`config.mk`:
```
export PLATFORM = sky130hd
export DESIGN_NAME = fft_mag_reader_flat
export DESIGN_NICKNAME = d
export VERILOG_FILES = /design/src/rtl/fft_mag_reader_pkg.sv /design/src/rtl/fft_mag_reader_if.sv /design/src/rtl/fft_mag_approx.sv /design/src/rtl/fft_mag_reader.sv /design/src/flat_wrapper.sv
export SDC_FILE = /design/constraint.sdc
export NUM_CORES = 1
export LEC_CHECK = 0
export CORE_MARGIN = 2
export CORE_UTILIZATION = 55
export DETAILED_ROUTE_END_ITERATION = 10
export GPL_TIMING_DRIVEN = 0
export MAX_ROUTING_LAYER = met4
export PLACE_DENSITY_LB_ADDON = 0.08
export SETUP_SLACK_MARGIN = 0.1
export SYNTH_ARGS = -nofsm -noshare
export SYNTH_HDL_FRONTEND = slang
export SYNTH_SLANG_ARGS = --single-unit
```
`constraint.sdc`:
```
create_clock -name clk -period 8.3 [get_ports clk]
set_clock_uncertainty 0.2 [all_clocks]
set_input_delay 0.83 -clock clk [delete_from_list [all_inputs] [get_ports clk]]
set_output_delay 0.83 -clock clk [all_outputs]
set_load 0.05 [all_outputs]
```
`src/rtl/fft_mag_reader_pkg.sv`:
```
// fft_mag_reader_pkg
//   Shared definitions for the FFT magnitude readback path.
//   - state_t        : reader sequencing states
//   - BETA_NUM_SHIFT : 3*min is built as min + (min << BETA_NUM_SHIFT)
//   - BETA_SHIFT     : the 3*min term is divided by 2^BETA_SHIFT (i.e. /8)
package fft_mag_reader_pkg;

    typedef enum logic [1:0] {
        ST_IDLE  = 2'd0,
        ST_READ  = 2'd1,
        ST_DRAIN = 2'd2
    } state_t;

    localparam int BETA_NUM_SHIFT = 1;
    localparam int BETA_SHIFT     = 3;

endpackage

```
`src/rtl/fft_mag_reader_if.sv`:
```
// fft_mag_reader_if
//   Bundles the result-RAM read port and the magnitude output stream.
//   RAM side   : addr_rd (reader -> fft_pipeline), o_real/o_img (registered
//                read data, valid one clk after addr_rd)
//   Stream side: mag_valid/mag_ready handshake with mag_data, mag_index,
//                mag_last (high with bin N-1)
//   modport master : the reader (fft_mag_reader)
//   modport slave  : the environment (RAM + downstream consumer)
interface fft_mag_reader_if #(
    parameter int ADDR_WIDTH     = 10,
    parameter int OUT_DATA_WIDTH = 16,
    parameter int MAG_WIDTH      = OUT_DATA_WIDTH + 1
);
    logic        [ADDR_WIDTH-1:0]     addr_rd;
    logic signed [OUT_DATA_WIDTH-1:0] o_real;
    logic signed [OUT_DATA_WIDTH-1:0] o_img;
    logic                             mag_valid;
    logic                             mag_ready;
    logic        [MAG_WIDTH-1:0]      mag_data;
    logic        [ADDR_WIDTH-1:0]     mag_index;
    logic                             mag_last;

    modport master (
        output addr_rd,
        input  o_real,
        input  o_img,
        output mag_valid,
        input  mag_ready,
        output mag_data,
        output mag_index,
        output mag_last
    );

    modport slave (
        input  addr_rd,
        output o_real,
        output o_img,
        input  mag_valid,
        output mag_ready,
        input  mag_data,
        input  mag_index,
        input  mag_last
    );
endinterface

```
`src/rtl/fft_mag_approx.sv`:
```
// fft_mag_approx
//   Registered approximate complex magnitude: |X| ~= max + 3*min/8,
//   with max/min taken over |re| and |im|. The register loads only when
//   en is high, so it can sit directly in a stallable pipeline.
//   Ports:
//     clk, reset : clock, asynchronous active-high reset (mag -> 0)
//     en         : load enable
//     re, im     : signed W-bit inputs
//     mag        : unsigned MAG_WIDTH-bit registered magnitude
module fft_mag_approx
    import fft_mag_reader_pkg::*;
#(
    parameter int W         = 16,
    parameter int MAG_WIDTH = W + 1
) (
    input  logic                 clk,
    input  logic                 reset,
    input  logic                 en,
    input  logic signed [W-1:0]  re,
    input  logic signed [W-1:0]  im,
    output logic [MAG_WIDTH-1:0] mag
);

    localparam int SW = MAG_WIDTH + 2;

    logic [W-1:0]  abs_re;
    logic [W-1:0]  abs_im;
    logic [W-1:0]  mx;
    logic [W-1:0]  mn;
    logic [SW-1:0] sum;

    // Unsigned W-bit result, so the most negative input maps to 2^(W-1).
    assign abs_re = re[W-1] ? (~$unsigned(re) + 1'b1) : $unsigned(re);
    assign abs_im = im[W-1] ? (~$unsigned(im) + 1'b1) : $unsigned(im);

    assign mx  = (abs_re > abs_im) ? abs_re : abs_im;
    assign mn  = (abs_re > abs_im) ? abs_im : abs_re;
    assign sum = SW'(mx) + ((SW'(mn) + (SW'(mn) << BETA_NUM_SHIFT)) >> BETA_SHIFT);

    always_ff @(posedge clk or posedge reset) begin
        if (reset) begin
            mag <= '0;
        end else if (en) begin
            mag <= MAG_WIDTH'(sum);
        end
    end

endmodule

```
`src/rtl/fft_mag_reader.sv`:
```
// fft_mag_reader
//   Walks the fft_pipeline result RAM (bins 0..N-1) after each rising edge
//   of fft_done and streams approximate bin magnitudes with valid/ready.
//   Pipeline: address issue -> RAM read tag -> data capture -> magnitude.
//   Ports:
//     clk, reset : clock, asynchronous active-high reset
//     fft_done   : frame trigger level, rising edge starts a frame
//     bus        : fft_mag_reader_if.master (RAM read port + output stream)
//     busy       : frame in progress
//     overrun    : sticky, fft_done rose while busy (cleared by reset only)
//     peak_mag, peak_index : largest magnitude of the frame and its lowest
//                  bin, present only when FFT_MAG_PEAK_EN is defined
//   Macro: FFT_MAG_PEAK_EN enables the peak tracker.
module fft_mag_reader
    import fft_mag_reader_pkg::*;
#(
    parameter int N              = 1024,
    parameter int OUT_DATA_WIDTH = 16,
    parameter int ADDR_WIDTH     = $clog2(N),
    parameter int MAG_WIDTH      = OUT_DATA_WIDTH + 1
) (
    input  logic                  clk,
    input  logic                  reset,
    input  logic                  fft_done,
    fft_mag_reader_if.master      bus,
    output logic                  busy,
    output logic                  overrun
`ifdef FFT_MAG_PEAK_EN
    ,
    output logic [MAG_WIDTH-1:0]  peak_mag,
    output logic [ADDR_WIDTH-1:0] peak_index
`endif
);

    // state    | meaning
    // ST_IDLE  | waiting for a fft_done rising edge
    // ST_READ  | issuing addresses 0..N-1, one per advancing clk
    // ST_DRAIN | address wrapped, waiting for bin N-1 to be accepted

    localparam logic [ADDR_WIDTH-1:0] LAST_BIN = ADDR_WIDTH'(N - 1);

    state_t                           state, state_nx;
    logic                             fft_done_q;
    logic                             done_rise;
    logic                             start;
    logic                             advance;
    logic                             accept;
    logic                             iss_v;
    logic        [ADDR_WIDTH-1:0]     addr_q;
    logic                             rd_v;
    logic        [ADDR_WIDTH-1:0]     rd_idx;
    logic                             cap_v;
    logic        [ADDR_WIDTH-1:0]     cap_idx;
    logic signed [OUT_DATA_WIDTH-1:0] cap_re, cap_im;
    logic                             adv_q;
    logic signed [OUT_DATA_WIDTH-1:0] skid_re, skid_im;
    logic                             out_v;
    logic        [ADDR_WIDTH-1:0]     out_idx;
    logic                             last_w;
    logic        [MAG_WIDTH-1:0]      mag;

    assign done_rise = fft_done & ~fft_done_q;
    assign advance   = ~out_v | bus.mag_ready;
    assign accept    = out_v & bus.mag_ready;
    assign iss_v     = (state == ST_READ);
    assign last_w    = out_v & (out_idx == LAST_BIN);
    assign busy      = (state != ST_IDLE);

    always_comb begin
        state_nx = state;
        start    = 1'b0;
        case (state)
            ST_IDLE: begin
                if (done_rise) begin
                    state_nx = ST_READ;
                    start    = 1'b1;
                end
            end
            ST_READ: begin
                if (advance && (addr_q == LAST_BIN)) state_nx = ST_DRAIN;
            end
            ST_DRAIN: begin
                if (accept && last_w) state_nx = ST_IDLE;
            end
            default: state_nx = ST_IDLE;
        endcase
    end

    always_ff @(posedge clk or posedge reset) begin
        if (reset) begin
            state      <= ST_IDLE;
            fft_done_q <= 1'b0;
            overrun    <= 1'b0;
            addr_q     <= '0;
            rd_v       <= 1'b0;
            rd_idx     <= '0;
            cap_v      <= 1'b0;
            cap_idx    <= '0;
            cap_re     <= '0;
            cap_im     <= '0;
            adv_q      <= 1'b0;
            skid_re    <= '0;
            skid_im    <= '0;
            out_v      <= 1'b0;
            out_idx    <= '0;
        end else begin
            state      <= state_nx;
            fft_done_q <= fft_done;
            if (done_rise && (state != ST_IDLE)) overrun <= 1'b1;

            // RAM data on the bus belongs to rd_idx only in the clk right
            // after an advance; later stall clks show data for the held
            // addr_rd, so the first stall clk's data is kept in the skid.
            adv_q <= advance;
            if (adv_q) begin
                skid_re <= bus.o_real;
                skid_im <= bus.o_img;
            end

            if (start) begin
                addr_q <= '0;
            end else if (advance && iss_v) begin
                addr_q <= addr_q + 1'b1;  // N is a power of two: wraps to 0
            end

            if (advance) begin
                rd_v    <= iss_v;
                rd_idx  <= addr_q;
                cap_v   <= rd_v;
                cap_idx <= rd_idx;
                cap_re  <= adv_q ? bus.o_real : skid_re;
                cap_im  <= adv_q ? bus.o_img  : skid_im;
                out_v   <= cap_v;
                out_idx <= cap_idx;
            end
        end
    end

    fft_mag_approx #(
        .W         (OUT_DATA_WIDTH),
        .MAG_WIDTH (MAG_WIDTH)
    ) u_approx (
        .clk   (clk),
        .reset (reset),
        .en    (advance),
        .re    (cap_re),
        .im    (cap_im),
        .mag   (mag)
    );

    assign bus.addr_rd   = addr_q;
    assign bus.mag_valid = out_v;
    assign bus.mag_data  = mag;
    assign bus.mag_index = out_idx;
    assign bus.mag_last  = last_w;

`ifdef FFT_MAG_PEAK_EN
    always_ff @(posedge clk or posedge reset) begin
        if (reset) begin
            peak_mag   <= '0;
            peak_index <= '0;
        end else if (start) begin
            peak_mag   <= '0;
            peak_index <= '0;
        end else if (accept && (mag > peak_mag)) begin
            peak_mag   <= mag;
            peak_index <= out_idx;
        end
    end
`endif

endmodule

```
`src/flat_wrapper.sv`:
```
// flat-port wrapper written by rule: the top's interface ports become plain ports
module fft_mag_reader_flat import fft_mag_reader_pkg::*;
#(
    parameter int N              = 1024,
    parameter int OUT_DATA_WIDTH = 16,
    parameter int ADDR_WIDTH     = $clog2(N),
    parameter int MAG_WIDTH      = OUT_DATA_WIDTH + 1
)
  (clk, reset, fft_done, busy, overrun, bus_addr_rd, bus_o_real, bus_o_img, bus_mag_valid, bus_mag_ready, bus_mag_data, bus_mag_index, bus_mag_last);
  fft_mag_reader_if #(.ADDR_WIDTH(ADDR_WIDTH), .OUT_DATA_WIDTH(OUT_DATA_WIDTH), .MAG_WIDTH(MAG_WIDTH)) bus_i ();
  input  logic clk;
  input  logic reset;
  input  logic fft_done;
  output logic busy;
  output logic overrun;
  output wire logic [$bits(bus_i.addr_rd)-1:0] bus_addr_rd;
  input wire logic [$bits(bus_i.o_real)-1:0] bus_o_real;
  input wire logic [$bits(bus_i.o_img)-1:0] bus_o_img;
  output wire logic [$bits(bus_i.mag_valid)-1:0] bus_mag_valid;
  input wire logic [$bits(bus_i.mag_ready)-1:0] bus_mag_ready;
  output wire logic [$bits(bus_i.mag_data)-1:0] bus_mag_data;
  output wire logic [$bits(bus_i.mag_index)-1:0] bus_mag_index;
  output wire logic [$bits(bus_i.mag_last)-1:0] bus_mag_last;
  assign bus_addr_rd = bus_i.addr_rd;
  assign bus_i.o_real = bus_o_real;
  assign bus_i.o_img = bus_o_img;
  assign bus_mag_valid = bus_i.mag_valid;
  assign bus_i.mag_ready = bus_mag_ready;
  assign bus_mag_data = bus_i.mag_data;
  assign bus_mag_index = bus_i.mag_index;
  assign bus_mag_last = bus_i.mag_last;
  fft_mag_reader #(.N(N), .OUT_DATA_WIDTH(OUT_DATA_WIDTH), .ADDR_WIDTH(ADDR_WIDTH), .MAG_WIDTH(MAG_WIDTH)) u_core (.clk(clk), .reset(reset), .fft_done(fft_done), .bus(bus_i), .busy(busy), .overrun(overrun));
endmodule
```
==> summary.txt, run 1 <==
Outcome
  • Status: finished, final reports clean

Timing
  • Final hold violation count: 0
  • Final setup fails: 0
  • Final min period: 7.62 ns
  • RSZ-0062 raised after global routing: false
  • Max Slew Vio Count: 0
  • Max frequency: 0.131 GHz
  • Worst Tran Pin Value: 0.674 ns
  • Sum Neg Setup Slack: 0 ns
  • Worst relative slew slack: 55.0%
  • Final period util: 91.8%

Critical path
  • CP max stage cell: or4_4
  • Most frequent CP cell: a21oi_1
  • Critical path fanouts, max: 17
  • Worst r2r dst: u_core.u_approx.mag[15]
  • Setup CP Type: register to register
  • CP required: 8.37 ns
  • Critical Path Source: u_core.cap_im[6]
  • Startpoint types: register
  • Worst reg2reg path depth: 33
  • CP arrival: 7.69 ns
  • CP endpoint: u_core.u_approx.mag[15]
  • Reg2reg start: u_core.cap_im[6]
  • Reg2reg setup slack: 0.68 ns
  • CP Capture Type: register
  • Crit path largest cell delay: 0.59 ns

Global routing
  • Busiest grt layer: met2
  • Tot GR Track Use: 26.6%
  • Vias in the first global route: 6,232
  • GR Util met3: 5.86%
  • Met1 Use GR: 31.9%
  • Remaining Overflow, GRT: 0
  • First-pass GRT wire length: 29.9 mm
  • Largest net degree at the start of global routing: 85
  • M2 GR Usage: 45.1%
  • Antenna violations before repair: 1

Layout
  • Finished Layout Cells: 1,148
  • Area Overhead vs Synth: 22.9%
  • Share of layout cells above drive strength 1: 12.7%
  • Final nets: 1,039
  • Final core utilization: 68.9%

Synthesis
  • Most numerous cell in the Yosys netlist: nor2_1
  • Area of the mapped netlist: 7720 sq um
  • Compound-Gate Fraction of Synth Area: 10.8%
  • Post-synth top cells: nor2_1 (143), nand2_1 (140), dfrtp_1 (129), a21oi_1 (47), ha_1 (47)
  • Share of synthesized registers carrying an async set or reset: 100%
  • Post-synthesis register bit count: 129
  • Cell type with the largest total area after synthesis: dfrtp_1
  • Largest family of logic cells by synthesized area: simple AND/OR/NAND/NOR gates
  • Top-area cell type share of the netlist area: 41.8%
  • Mux cell area share after synthesis: 8.23%
  • Post-synthesis simple-gate area fraction: 20.8%
  • Post-Syn Instances: 853
  • Sequential-to-total area share from yosys stat: 41.8%
  • Syn_nets: 937
  • Library cells used by synthesis: 69
  • Xor/xnor share of the synthesized area: 7.03%
  • Warning count from the yosys run: 0
  • Synth top area cells: dfrtp_1 (42%), ha_1 (7.6%), nor2_1 (6.9%)
  • Post-Synth Adder-Cell Area: 8.02%
  • Syn Area/Cell: 9.05 sq um
  • Number of synthesized flops with an enable pin: 0
  • Ys flop type: dfrtp_1

Die
  • Die area: 15,000 sq um
  • # rows: 43
  • Chip width: 123 um
  • Die height: 123 um
  • I/O Pins: 77
  • Starting density of the core: 56.1%
  • Core footprint: 13,800 sq um

Place
  • I/O Buffers: 76
  • RePlAce Congestion: 0.949
  • Placed Cells: 1,110
  • DP HPWL: 13.9 mm

Clocking
  • Reg clk slew, reported paths: 0.06 ns
  • Clock Latency Late Sink: 0.42 ns
  • CTS Sinks: 129
  • CTS tree: done
  • H-Tree Depth: 4
  • Num CTS Buffers: 17
  • # hold bufs at CTS: 0
  • CTS Buffer Depth: 2
  • Clk root buf: clkbuf_16

Drt
  • Drt total wl: 18.4 mm
  • First drt pass iteration count: 5
  • DRC viols: 0
  • Initial DRC Count: 317
  • DR WL/cell: 16.0 um
  • Vias: 6,278
  • ANT nets after route: 0
  • Vias per cell: 5.47

Job
  • Maxcap violations: 0

Worst hold path
  • HP Class: register to register
logic make-up after synthesis:
family / after synthesis
AO/OA/AOI/OAI: 126
XOR/XNOR: 59
AND/OR/NAND/NOR: 368
adder cells (fa/ha/maj): 49
flip-flops: 129
multiplexers: 58
buffers and inverters: 64
timing repair:
| item | CTS | global route |
|---|---|---|
| gates cloned | 0 | 0 |
| buffers inserted | 0 | 7 |
| pin swaps | 1 | 9 |
| endpoints found under the setup margin | 9 | 8 |
| gates resized for setup | 12 | 31 |
| hold endpoints to repair | 0 | 0 |
layout by cell type, fill, tap and decap left out, types with 7 or more instances in the layout:
cell type / instances
nand2_1: 139
o31ai_1: 8
xnor2_1: 24
inv_1: 29
nor3_1: 19
nor2_1: 143
clkbuf_1: 25
xor2_1: 28
a21oi_1: 47
buf_4: 8
mux2i_1: 20
dfrtp_1: 124
clkbuf_16: 17
nand3_1: 8
clkdlybuf4s50_1: 76
o21ai_0: 22
and3_1: 8
mux2_2: 34
or3_1: 7
ha_1: 47
nand2b_1: 7
nand4_1: 7
stage by stage:
| stage | hold WS, ns | cell area (sq um) | setup WS, ns |
|---|---|---|---|
| floorplan | 0.230 | 7720 | 0.753 |
| global placement | 0.240 | 8710 | -0.524 |
| detailed placement | 0.248 | 8740 | -0.722 |
| CTS | 0.261 | 9320 | 0.0912 |
| global route | 0.285 | 9490 | 0.157 |
| finish | 0.257 | 9490 | 0.683 |
sequential cells by signal, indices dropped and copies added (netlist names), 10 cells and up:
register,count
u_core.skid_re,16
u_core.u_approx.mag,17
u_core.skid_im,16
u_core.rd_idx,10
u_core.cap_re,16
u_core.cap_idx,10
u_core.cap_im,16
u_core.bus.addr_rd,10
u_core.bus.mag_index,10
critical path, delay by kind of cell (launching register included):
family / cells / cell delay, ns
AOI/OAI and AO/OA: 13 / 2.43
and+or+nand+nor: 12 / 2.43
adders and majority gates: 3 / 0.92
xor gates and xnor gates: 2 / 0.52
DFF: 1 / 0.45
muxes: 1 / 0.27
buffers and inverters: 2 / 0.24
cell type report:
| type | count | area (sq um) |
|---|---|---|
| Antenna cell | 1 | 2.50 |
| Buffer | 31 | 139 |
| Clock buffer | 19 | 433 |
| Clock inverter | 12 | 86.3 |
| Fill cell | 1122 | 4280 |
| Inverter | 32 | 125 |
| Multi-Input combinational cell | 660 | 4410 |
| Sequential cell | 129 | 3230 |
| Tap cell | 180 | 225 |
| Timing Repair Buffer | 84 | 841 |
metal layers:
metal | share of wire (%) | up-vias | wire length (um)
met3 | 3.9 | 23 | 716
li1 | - | 3108 | -
met5 | 0 | - | 0
met1 | 44 | 3043 | 8150
met4 | 1.5 | 0 | 284
met2 | 50 | 104 | 9250
how the worst min path moves through the flow:
stage / startpoint / end / slack [ns] / depth (start not counted)
after floorplan: u_core.cap_v / u_core.cap_v / 0.23 / 2
after global placement: u_core.cap_v / u_core.cap_v / 0.24 / 2
after detailed placement: u_core.cap_v / u_core.cap_v / 0.25 / 2
after CTS: u_core.cap_v / u_core.cap_v / 0.26 / 2
after global routing: u_core.rd_idx[9] / u_core.rd_idx[9] / 0.29 / 2
final: u_core.cap_v / u_core.cap_v / 0.26 / 2
Power of run 1 is left out: the tool's default activity adds up to more than one toggle a clock period on the data nets, which glitch-free logic cannot reach.
==> inputs of run 2 (changes only) <==
CTS_CLUSTER_SIZE = 8   (was default)
TNS_END_PERCENT = 30   (was default)
==> results of run 2 <==
The final DEF is identical to that of run 1; final timing and power are the same.
Power of run 2 is left out for the same reason.
==> inputs of run 3 (changes only) <==
CORE_MARGIN = default   (was 2)
==> summary.txt, run 3 (synthesis gave the netlist of run 1 again) <==
Place
  • I/O Buffers: 76 (unchanged)
  • Placed Cells: 1,106 (-0.36%)
  • RePlAce Congestion: 0.916 (-3.5%)
  • DP HPWL: 14.1 mm (+1.3%)
  • Placed cell area: 8740 sq um (about the same)
  • Place WS: -0.864 ns (-0.142 ns)

Global routing
  • Antenna violations before repair: 2 (+1)
  • M2 GR Usage: 49.1% (+4.0 points)
  • Met1 Use GR: 34.1% (+2.1 points)
  • GR Util met3: 5.09% (-0.76 points)
  • Vias in the first global route: 6,571 (+5.4%)
  • Tot GR Track Use: 28.8% (+2.2 points)
  • First-pass GRT wire length: 31.4 mm (+5.1%)
  • Largest net degree at the start of global routing: 85 (unchanged)
  • Remaining Overflow, GRT: 0 (unchanged)
  • Busiest grt layer: met2

Timing
  • Final hold violation count: 0 (unchanged)
  • Worst relative slew slack: 49.5% (-5.6 points)
  • Final setup fails: 0 (unchanged)
  • Setup ws final: 0.456 ns (-0.227 ns)
  • RSZ-0062 raised after global routing: false
  • Final period util: 94.5% (+2.7 points)
  • Max Slew Vio Count: 0 (unchanged)
  • Max frequency: 0.127 GHz (-2.9%)
  • Final min period: 7.84 ns (+0.227 ns)
  • Worst Tran Pin Value: 0.756 ns (+0.0812 ns)
  • Sum Neg Setup Slack: 0 ns (unchanged)

Critical path
  • CP required: 8.38 ns (about the same)
  • Reg2reg setup slack: 0.46 ns (-0.23 ns)
  • CP max stage cell: or4_4
  • CP arrival: 7.92 ns (+0.23 ns)
  • Most frequent CP cell: a21oi_1
  • Startpoint types: register
  • Crit path largest cell delay: 0.57 ns (-0.02 ns)
  • CP Capture Type: register
  • Setup CP Type: register to register
  • Reg2reg start: u_core.cap_im[4]
  • Critical Path Source: u_core.cap_im[4]
  • Critical path fanouts, max: 17 (unchanged)

Clocking
  • Clk root buf: clkbuf_16
  • CTS tree: done
  • CTS Buffer Depth: 2 (unchanged)
  • Clock Latency Late Sink: 0.42 ns (about the same)
  • Reg clk slew, reported paths: 0.06 ns (about the same)
  • CTS Sinks: 129 (unchanged)
  • Num CTS Buffers: 17 (unchanged)
  • H-Tree Depth: 4 (unchanged)

Layout
  • Layout fillers: 1,044 (-7.0%)
  • Top reg by flops: u_core.u_approx.mag
  • Most common cell after layout, fill and taps aside: nor2_1
  • Share of layout cells above drive strength 1: 12.4% (-0.35 points)
  • Area Overhead vs Synth: 24.3%
  • Final nets: 1,041 (+0.19%)
  • Commonest non-fill, non-tap cells in the layout: nor2_1 (142), nand2_1 (139), dfrtp_1 (129)
  • Finished Layout Cells: 1,148 (unchanged)
  • Max reg flops: 17 (unchanged)
  • Design area: 9600 sq um (+1.2%)

Outcome
  • Status: finished, final reports clean

Drt
  • Initial DRC Count: 385 (+21%)
  • DRC viols: 0 (unchanged)
  • Vias: 6,469 (+3.0%)
  • Vias per cell: 5.64 (+3.0%)
  • Drt total wl: 19.0 mm (+3.2%)
  • DR WL/cell: 16.5 um (+3.2%)
  • First drt pass iteration count: 5 (unchanged)
  • ANT nets after route: 0 (unchanged)

Die
  • Starting density of the core: 57.4% (+1.3 points)
  • Die height: 121 um (-1.6%)
  • Chip width: 121 um (-1.6%)
  • Die area: 14,500 sq um (-3.2%)
  • # rows: 42 (-2.3%)
  • I/O Pins: 77 (unchanged)
  • Core footprint: 13,500 sq um (-2.3%)

Job
  • Maxcap violations: 0 (unchanged)

Worst hold path
  • Min-delay src: u_core.cap_v
  • HP Class: register to register
-- run 3: through the flow --
step                      hold WS [ns]  utilization, %
after floorplan                  0.230               -
after global placement           0.242            64.7
after detailed placement         0.251            64.9
after CTS                        0.264            70.2
after global routing             0.293            71.4
final                            0.261            71.4
-- run 3: critical path: cells and delay by family (launching register included) --
kind	cells	cell delay (ns)
compound gates	13	2.48
xor+xnor	2	0.52
fa+ha+maj	3	0.89
buf+inv	3	0.44
flops	1	0.45
mux	1	0.27
simple gates	12	2.43
-- run 3: layout make-up --
type                            count  area (sq um)  area share [%]
Clock inverter                     13           171            1.79
Multi-Input combinational cell    660          4410            45.9
Timing Repair Buffer               86           856            8.91
Antenna cell                        2          5.00          0.0521
Inverter                           32           125            1.30
Sequential cell                   129          3230            33.6
Tap cell                          176           220            2.29
Clock buffer                       19           443            4.61
Buffer                             31           143            1.49
-- run 3: final timing paths --
check	end	cells past startpoint
worst max-delay path	u_core.u_approx.mag[15]	34
worst min-delay path	u_core.cap_v	2
worst max register to register	u_core.u_approx.mag[15]	34
worst min register to register	u_core.cap_v	2
max in group asynchronous	u_core.u_approx.mag[13]	3
min in group asynchronous	u_core.skid_im[15]	2
-- run 3: per-layer routing --
| metal | part of all wire (%) | routed length, um |
|---|---|---|
| met5 | 0 | 0 |
| met4 | 2.7 | 516 |
| met1 | 43 | 8210 |
| met3 | 3.9 | 733 |
| met2 | 50 | 9520 |
-- run 3: repair_timing --
action                                  4_1_cts  5_1_grt
setup buffers                                 0        9
hold buffers                                  0        0
resized for setup                            19       19
endpoints found under the setup margin       10        7
pin swaps                                     2       11
hold endpoints to repair                      0        0
Power of run 3 is left out for the same reason.
